[src/rtl/rnn_dense_pkg.sv]
// Shared types and bus address map for the RNN dense/argmax output stage.
package rnn_dense_pkg;

  localparam int DW_DEF = 16;

  typedef logic signed [DW_DEF-1:0] elem_t;

  typedef enum logic [1:0] {IDLE, MAC, BIAS, DONE} state_t;

  // Write map
  localparam int ADDR_START      = 0;
  localparam int ADDR_HID        = 1;
  localparam int ADDR_W          = 2;
  localparam int ADDR_BIAS       = 3;
  localparam int ADDR_LOGIT_BASE = 16;

  // Read map for the low status words
  localparam int RD_STATUS = 0;
  localparam int RD_ARGMAX = 1;
  localparam int RD_MAX    = 2;

endpackage

[src/rtl/rnn_dense_argmax_mac.sv]
// Single-MAC accumulator with bias add and DW-bit fit; DENSE_SAT_EN selects
// saturation instead of two's-complement wrap.
module dense_mac #(
  parameter int DW    = 16,
  parameter int N_HID = 4
) (
  input  logic                 clk,
  input  logic                 rst_n,
  input  logic                 clr,
  input  logic                 en,
  input  logic signed [DW-1:0] a,
  input  logic signed [DW-1:0] b,
  input  logic signed [DW-1:0] bias,
  output logic signed [DW-1:0] result
);

  // Wide enough for N_HID full-scale products plus the bias without overflow
  localparam int AW = 2*DW + $clog2(N_HID) + 1;

  logic signed [2*DW-1:0] prod;
  logic signed [AW-1:0]   acc_reg;
  logic signed [AW-1:0]   sum;

  assign prod = a * b;
  assign sum  = acc_reg + {{(AW-DW){bias[DW-1]}}, bias};

  always_ff @(posedge clk or negedge rst_n) begin
    if (!rst_n) begin
      acc_reg <= '0;
    end else if (clr) begin
      acc_reg <= '0;
    end else if (en) begin
      acc_reg <= acc_reg + {{(AW-2*DW){prod[2*DW-1]}}, prod};
    end
  end

`ifdef DENSE_SAT_EN
  localparam logic signed [AW-1:0] SAT_HI = {{(AW-DW+1){1'b0}}, {(DW-1){1'b1}}};
  localparam logic signed [AW-1:0] SAT_LO = {{(AW-DW+1){1'b1}}, {(DW-1){1'b0}}};

  always_comb begin
    result = sum[DW-1:0];
    if (sum > SAT_HI) begin
      result = SAT_HI[DW-1:0];
    end else if (sum < SAT_LO) begin
      result = SAT_LO[DW-1:0];
    end
  end
`else
  assign result = sum[DW-1:0];
`endif

endmodule

[src/rtl/rnn_dense_argmax.sv]
// Dense output layer (N_OUT logits from N_HID hidden values) with argmax select.
// Build option DENSE_SAT_EN saturates logits instead of wrapping (see dense_mac).
module rnn_dense_argmax
  import rnn_dense_pkg::*;
#(
  parameter int N_HID = 4,
  parameter int N_OUT = 8,
  parameter int DW    = 16
) (
  input  logic                       clk,
  input  logic                       rst_n,
  input  logic                       hid_valid,
  input  logic [N_HID*DW-1:0]        hid_in,
  input  logic                       read,
  input  logic                       write,
  input  logic [31:0]                addr,
  input  logic [31:0]                data_in,
  output logic [31:0]                data_out,
  output logic                       busy,
  output logic                       result_valid,
  output logic [$clog2(N_OUT)-1:0]   argmax_out
);

  localparam int OW = $clog2(N_OUT);
  localparam int IW = (N_HID > 1) ? $clog2(N_HID) : 1;

  state_t state_reg, state_next;
  logic [OW-1:0] o_reg, argmax_reg, argmax_out_reg;
  logic [IW-1:0] i_reg;
  logic          done_reg, busy_reg, rv_reg, mac_clr, mac_en, start;
  logic [31:0]   data_out_reg, rd_next;

  logic signed [DW-1:0] hid_vec   [N_HID];
  logic signed [DW-1:0] hid_reg   [N_HID];
  logic signed [DW-1:0] w_reg     [N_OUT][N_HID];
  logic signed [DW-1:0] bias_reg  [N_OUT];
  logic signed [DW-1:0] logit_reg [N_OUT];
  logic signed [DW-1:0] max_reg, fit_val, wr_val;

  for (genvar gi = 0; gi < N_HID; gi++) begin : g_hid_unpack
    assign hid_vec[gi] = hid_in[gi*DW +: DW];
  end

  assign wr_val = DW'($signed(data_in[15:0]));
  assign start  = write && !busy_reg && (addr == 32'(ADDR_START));

  function automatic logic [31:0] sext(input logic signed [DW-1:0] v);
    return {{(32-DW){v[DW-1]}}, v};
  endfunction

  // Parameter storage; everything is frozen while a computation is running
  always_ff @(posedge clk or negedge rst_n) begin
    if (!rst_n) begin
      for (int k = 0; k < N_HID; k++) hid_reg[k] <= '0;
      for (int r = 0; r < N_OUT; r++) begin
        bias_reg[r] <= '0;
        for (int c = 0; c < N_HID; c++) w_reg[r][c] <= '0;
      end
    end else if (!busy_reg) begin
      for (int k = 0; k < N_HID; k++) begin
        if (hid_valid) begin
          hid_reg[k] <= hid_vec[k];
        end else if (write && addr == 32'(ADDR_HID) && data_in[31:16] == 16'(k)) begin
          hid_reg[k] <= wr_val;
        end
      end
      for (int r = 0; r < N_OUT; r++) begin
        if (write && addr == 32'(ADDR_BIAS) && data_in[31:16] == 16'(r)) begin
          bias_reg[r] <= wr_val;
        end
        for (int c = 0; c < N_HID; c++) begin
          if (write && addr == 32'(ADDR_W) && data_in[31:24] == 8'(r) &&
              data_in[23:16] == 8'(c)) begin
            w_reg[r][c] <= wr_val;
          end
        end
      end
    end
  end

  dense_mac #(.DW(DW), .N_HID(N_HID)) u_mac (
    .clk    (clk),
    .rst_n  (rst_n),
    .clr    (mac_clr),
    .en     (mac_en),
    .a      (w_reg[o_reg][i_reg]),
    .b      (hid_reg[i_reg]),
    .bias   (bias_reg[o_reg]),
    .result (fit_val)
  );

  always_comb begin
    state_next = state_reg;
    mac_clr    = 1'b0;
    mac_en     = 1'b0;
    case (state_reg)
      IDLE: if (start) begin
        state_next = MAC;
        mac_clr    = 1'b1;
      end
      MAC: begin
        mac_en = 1'b1;
        if (i_reg == IW'(N_HID-1)) state_next = BIAS;
      end
      BIAS: begin
        mac_clr    = 1'b1;
        state_next = (o_reg == OW'(N_OUT-1)) ? DONE : MAC;
      end
      DONE:    state_next = IDLE;
      default: state_next = IDLE;
    endcase
  end

  always_comb begin
    rd_next = '0;
    case (addr)
      32'(RD_STATUS): rd_next = {30'b0, done_reg, busy_reg};
      32'(RD_ARGMAX): rd_next = 32'(argmax_out_reg);
      32'(RD_MAX):    rd_next = sext(max_reg);
      default: begin
        for (int k = 0; k < N_OUT; k++) begin
          if (addr == 32'(ADDR_LOGIT_BASE + k)) rd_next = sext(logit_reg[k]);
        end
      end
    endcase
  end

  always_ff @(posedge clk or negedge rst_n) begin
    if (!rst_n) begin
      state_reg      <= IDLE;
      o_reg          <= '0;
      i_reg          <= '0;
      max_reg        <= '0;
      argmax_reg     <= '0;
      argmax_out_reg <= '0;
      done_reg       <= 1'b0;
      busy_reg       <= 1'b0;
      rv_reg         <= 1'b0;
      data_out_reg   <= '0;
      for (int k = 0; k < N_OUT; k++) logit_reg[k] <= '0;
    end else begin
      state_reg <= state_next;
      rv_reg    <= 1'b0;
      if (read) data_out_reg <= rd_next;
      case (state_reg)
        IDLE: if (start) begin
          o_reg    <= '0;
          i_reg    <= '0;
          busy_reg <= 1'b1;
          done_reg <= 1'b0;
        end
        MAC: i_reg <= (i_reg == IW'(N_HID-1)) ? '0 : i_reg + 1'b1;
        BIAS: begin
          logit_reg[o_reg] <= fit_val;
          // Strict compare: on ties the earlier (lower) index is kept
          if (o_reg == '0 || fit_val > max_reg) begin
            max_reg    <= fit_val;
            argmax_reg <= o_reg;
          end
          if (o_reg != OW'(N_OUT-1)) o_reg <= o_reg + 1'b1;
        end
        DONE: begin
          rv_reg         <= 1'b1;
          argmax_out_reg <= argmax_reg;
          done_reg       <= 1'b1;
          busy_reg       <= 1'b0;
        end
        default: ;
      endcase
    end
  end

  assign data_out     = data_out_reg;
  assign busy         = busy_reg;
  assign result_valid = rv_reg;
  assign argmax_out   = argmax_out_reg;

endmodule

[config.mk]
export PLATFORM = sky130hd
export DESIGN_NAME = rnn_dense_argmax
export DESIGN_NICKNAME = d
export VERILOG_FILES = /design/src/rtl/rnn_dense_pkg.sv /design/src/rtl/rnn_dense_argmax_mac.sv /design/src/rtl/rnn_dense_argmax.sv
export SDC_FILE = /design/constraint.sdc
export NUM_CORES = 2
export LEC_CHECK = 0
export ABC_AREA = 1
export ABC_CLOCK_PERIOD_IN_PS = 14200
export CAP_MARGIN = 10
export CORE_ASPECT_RATIO = 1.2
export CORE_MARGIN = 4
export CORE_UTILIZATION = 39
export CTS_CLUSTER_SIZE = 20
export DETAILED_ROUTE_END_ITERATION = 10
export PLACE_DENSITY = 0.65
export SYNTH_ARGS = -nofsm -noshare
export SYNTH_HDL_FRONTEND = slang
export SYNTH_SLANG_ARGS = --single-unit
[constraint.sdc]
create_clock -name clk -period 14.2 [get_ports clk]
set_input_delay 4.26 -clock clk [delete_from_list [all_inputs] [get_ports clk]]
set_output_delay 4.26 -clock clk [all_outputs]
set_load 0.05 [all_outputs]
==> impl_metrics.py <==
metrics = {
    "floorplanning": {
        "die_w_um": 326,
        "initial_core_util_pct": 39.4,
        "die_height_um": 390,
        "core_region_area_um2": 120000,
        "design.portCount": 170,
        "row_count": 139,
        "area_enclosed_by_the_die_boundary_um2": 127000,
    },
    "sta": {
        "worst-slew-pin-transition_ns": 1.25,
        "min_period_ns": 9.38,
        "final.setup.tns_ns": 0,
        "clock.fmax_mhz": 107,
        "final_max_slew_viol_count": 0,
        "timing.final.crit_share_pct": 66.0,
        "finalHoldViolCount": 0,
        "setup_viol": 0,
        "relSlewSlack_pct": 16.5,
        "final.setup_skew_ns": 0.0456,
        "grt_setup_unrepaired": "false",
    },
    "worst_setup_path": {
        "cp_data_required_time_ns": 14.77,
        "setup.reg_to_reg.worst_slack_ns": 4.82,
        "start_kind": "flop",
        "critical_path_peak_fanout": 58,
        "critical_path.max_stage_delay_ns": 0.75,
        "r2r_end": "u_mac.acc_reg[15]",
        "r2r.worst_path.cells": 47,
        "cp_common_cell": "sky130_fd_sc_hd__inv_1",
        "cpMaxStageDelayCell": "sky130_fd_sc_hd__buf_4",
        "critPathCaptureType": "flop",
        "critical_path.reg2reg.startpoint": "o_reg[1]",
        "worst_ep_arrival_time_ns": 9.95,
        "type_of_the_worst_setup_path": "reg -> reg",
    },
    "clock_network": {
        "holdBufCountCts": 0,
        "postCtsResizedCells": 0,
        "worstSkewPairLatency_ns": 0.69,
        "max-clock-path-buffers": 3,
        "clk_root_buffer_cell": "sky130_fd_sc_hd__clkbuf_16",
        "number_of_buffers_inserted_by_post_cts_setup_repair": 0,
        "clock_slew_seen_by_the_registers_of_the_worst_setup_and_hold_paths_ns": 0.06,
        "numCtsBuffers": 95,
        "cts_tree": "built",
        "cts-htree-levels": 3,
        "clock-sinks": 896,
    },
    "finish": {
        "final.fill_count": 11881,
        "layout-drive-gt1-share_pct": 5.23,
        "area.growth.synth_to_final_pct": 12.8,
        "final-instance-count-excl-fill": 7723,
        "number_of_flip_flops_under_the_largest_register_name": 512,
        "design.final.nets": 6346,
    },
    "yosys": {
        "post_synth_instance_area_um2": 47300,
        "netlist_top_cells_count": "sky130_fd_sc_hd__nand2_1 (1623), sky130_fd_sc_hd__dfrtp_1 (896), sky130_fd_sc_hd__o21ai_0 (787), sky130_fd_sc_hd__inv_1 (683), sky130_fd_sc_hd__nor2_1 (585)",
        "synth.ff_latch_count": 896,
        "yosysMostFrequentCell": "sky130_fd_sc_hd__nand2_1",
        "number_of_flops_mapped_to_enable_cells_by_yosys": 0,
        "ys.warnings.count": 0,
        "dominantRegCellSynth": "sky130_fd_sc_hd__dfrtp_1",
        "synthCells": 6057,
        "yosys.area.top_type_share_pct": 47.4,
        "ys_seq_area_share_pct": 47.4,
        "yosys.area.top_type": "sky130_fd_sc_hd__dfrtp_1",
        "synthTopCellsByArea": "sky130_fd_sc_hd__dfrtp_1 (47%), sky130_fd_sc_hd__nand2_1 (13%), sky130_fd_sc_hd__o21ai_0 (8.3%)",
        "synthDistinctLibCells": 49,
        "post_synth.cell_area_avg_um2": 7.82,
        "synth.net_count": 6382,
        "synth_async_sr_flop_share_pct": 100,
    },
    "placed_design": {
        "dp_hpwl_um": 97900,
        "dpl.cell_count": 7544,
        "numPortBuffers": 169,
        "gpl.final_weighted_congestion": 0.928,
    },
    "power_and_ir_drop": {
        "power_per_cell_area_nw_per_um2": 103,
        "leakage_uw": 0.0259,
        "worst_supply_voltage_drop_on_vdd_mv": 0.0801,
    },
    "routing": {
        "drt-initial-drc-count": 4034,
        "iteration_count_of_the_initial_detailed_routing_pass": 8,
        "total_drc_errors_in_the_routed_layout": 0,
        "avgRoutedWirePerCell_um": 19.3,
        "vias_per_cell": 5.28,
        "routed_wirelength_um": 149000,
        "routed-via-count": 40775,
        "antenna_left": 0,
    },
    "status": {
        "outcome": "complete, no violations",
    },
    "global_route": {
        "antenna_violations_before_repair": 4,
        "first_global_vias": 39421,
        "grt_start_max_net_pins": 182,
        "gr-usage-all-layers_pct": 23.2,
        "first_pass_grt_wire_length_um": 232000,
        "gr-total-overflow": 0,
    },
    "worst_hold_path": {
        "hp-class": "reg -> reg",
        "worst_hold_startpoint": "bias_reg[21]",
        "worst_hold_path.num_cells": 2,
        "hold_end": "bias_reg[21]",
    },
    "job": {
        "cap_viol_max_count": 0,
    },
}
==> layout by cell type (no fill, tap or decap), types with 7 or more instances in the layout <==
cell type                         count
sky130_fd_sc_hd__clkdlybuf4s50_1    167
sky130_fd_sc_hd__nor2_1             585
sky130_fd_sc_hd__fa_1                81
sky130_fd_sc_hd__o21ai_0            787
sky130_fd_sc_hd__a221oi_1            16
sky130_fd_sc_hd__clkbuf_1            23
sky130_fd_sc_hd__nor3_1              23
sky130_fd_sc_hd__inv_1              682
sky130_fd_sc_hd__a32oi_1              7
sky130_fd_sc_hd__xor2_1              15
sky130_fd_sc_hd__nor4_1              13
sky130_fd_sc_hd__clkbuf_8            27
sky130_fd_sc_hd__dfrtp_1            892
sky130_fd_sc_hd__a31oi_1             65
sky130_fd_sc_hd__nand3_1            284
sky130_fd_sc_hd__bufinv_16            9
sky130_fd_sc_hd__nand4_1             61
sky130_fd_sc_hd__o221ai_1            15
sky130_fd_sc_hd__a21oi_1            224
sky130_fd_sc_hd__o2111ai_1           16
sky130_fd_sc_hd__or2_2               43
sky130_fd_sc_hd__xnor2_1              7
sky130_fd_sc_hd__nand2_1           1623
sky130_fd_sc_hd__o211ai_1            14
sky130_fd_sc_hd__buf_4               86
sky130_fd_sc_hd__a32o_1               9
sky130_fd_sc_hd__nand3b_1            17
sky130_fd_sc_hd__clkbuf_16           98
sky130_fd_sc_hd__ha_1               111
sky130_fd_sc_hd__clkinv_2            13
sky130_fd_sc_hd__o22ai_1             22
==> final cells by class <==
type                            count  area, µm²  share of cell area, %
Clock inverter                     27        429                  0.804
Antenna cell                        3       7.51                 0.0141
Multi-Input combinational cell   4076      20600                   38.5
Timing Repair Buffer              258       2400                   4.50
Tap cell                         1621       2030                   3.80
Sequential cell                   896      22400                   42.0
Clock buffer                      148       2910                   5.45
Inverter                          694       2620                   4.91
==> power by group <==
part | switching (µW) | total [µW] | internal [µW] | leakage [µW]
combinational | 181 | 254 | 72.7 | 0.0120
clock | 1070 | 2650 | 1570 | 0.00165
sequential | 13.4 | 2590 | 2570 | 0.0123
total | 1270 | 5490 | 4220 | 0.0259
==> worst max-delay path by stage <==
stage,start,end,slack [ns],cells past startpoint
after floorplan,o_reg[1],u_mac.acc_reg[15],7.35,47
after global placement,o_reg[1],u_mac.acc_reg[15],4.96,47
after detailed placement,o_reg[1],u_mac.acc_reg[15],4.86,47
after CTS,o_reg[1],u_mac.acc_reg[15],4.89,47
after global routing,o_reg[1],u_mac.acc_reg[15],4.11,47
final,o_reg[1],u_mac.acc_reg[15],4.82,47
==> worst max-delay path: cells and delay by family, from the launching register on <==
family                   cells  cell delay [ns]
AND/OR/NAND/NOR             22             2.61
buffers and inverters       13             2.53
XOR/XNOR                     1             0.12
flip-flops                   1             0.34
AO/OA/AOI/OAI                3             0.37
adder cells (fa/ha/maj)      8             3.14
==> metal layers <==
metal / share of wire (%) / track usage, %
met1: 42 / 30.3
met2: 47 / 38.4
met3: 6.7 / 3.75
met4: 4.5 / 9.75
met5: 0.026 / 0
==> logic make-up after synthesis <==
| family | count (synthesis) | synth area share, % |
|---|---|---|
| compound gates | 1191 | 13.6 |
| simple gates | 2671 | 23.0 |
| buf+inv | 1085 | 9.31 |
| flops | 896 | 47.4 |
| fa+ha+maj | 192 | 6.36 |
| xor+xnor | 22 | 0.407 |
==> per-stage QoR <==
stage / area [µm²] / worst slack [ns] / hold slack [ns] / util, % / power, µW
floorplan: 47300 / 7.35 / 0.439 / - / 2730
global placement: 50000 / 4.96 / 0.450 / 41.6 / 2890
detailed placement: 50000 / 4.86 / 0.456 / 41.6 / 2890
CTS: 53400 / 4.89 / 0.470 / 44.4 / 5520
global route: 53400 / 4.11 / 0.480 / 44.4 / 5670
finish: 53400 / 4.82 / 0.469 / 44.4 / 5490
(Power assumes the default switching activity.)
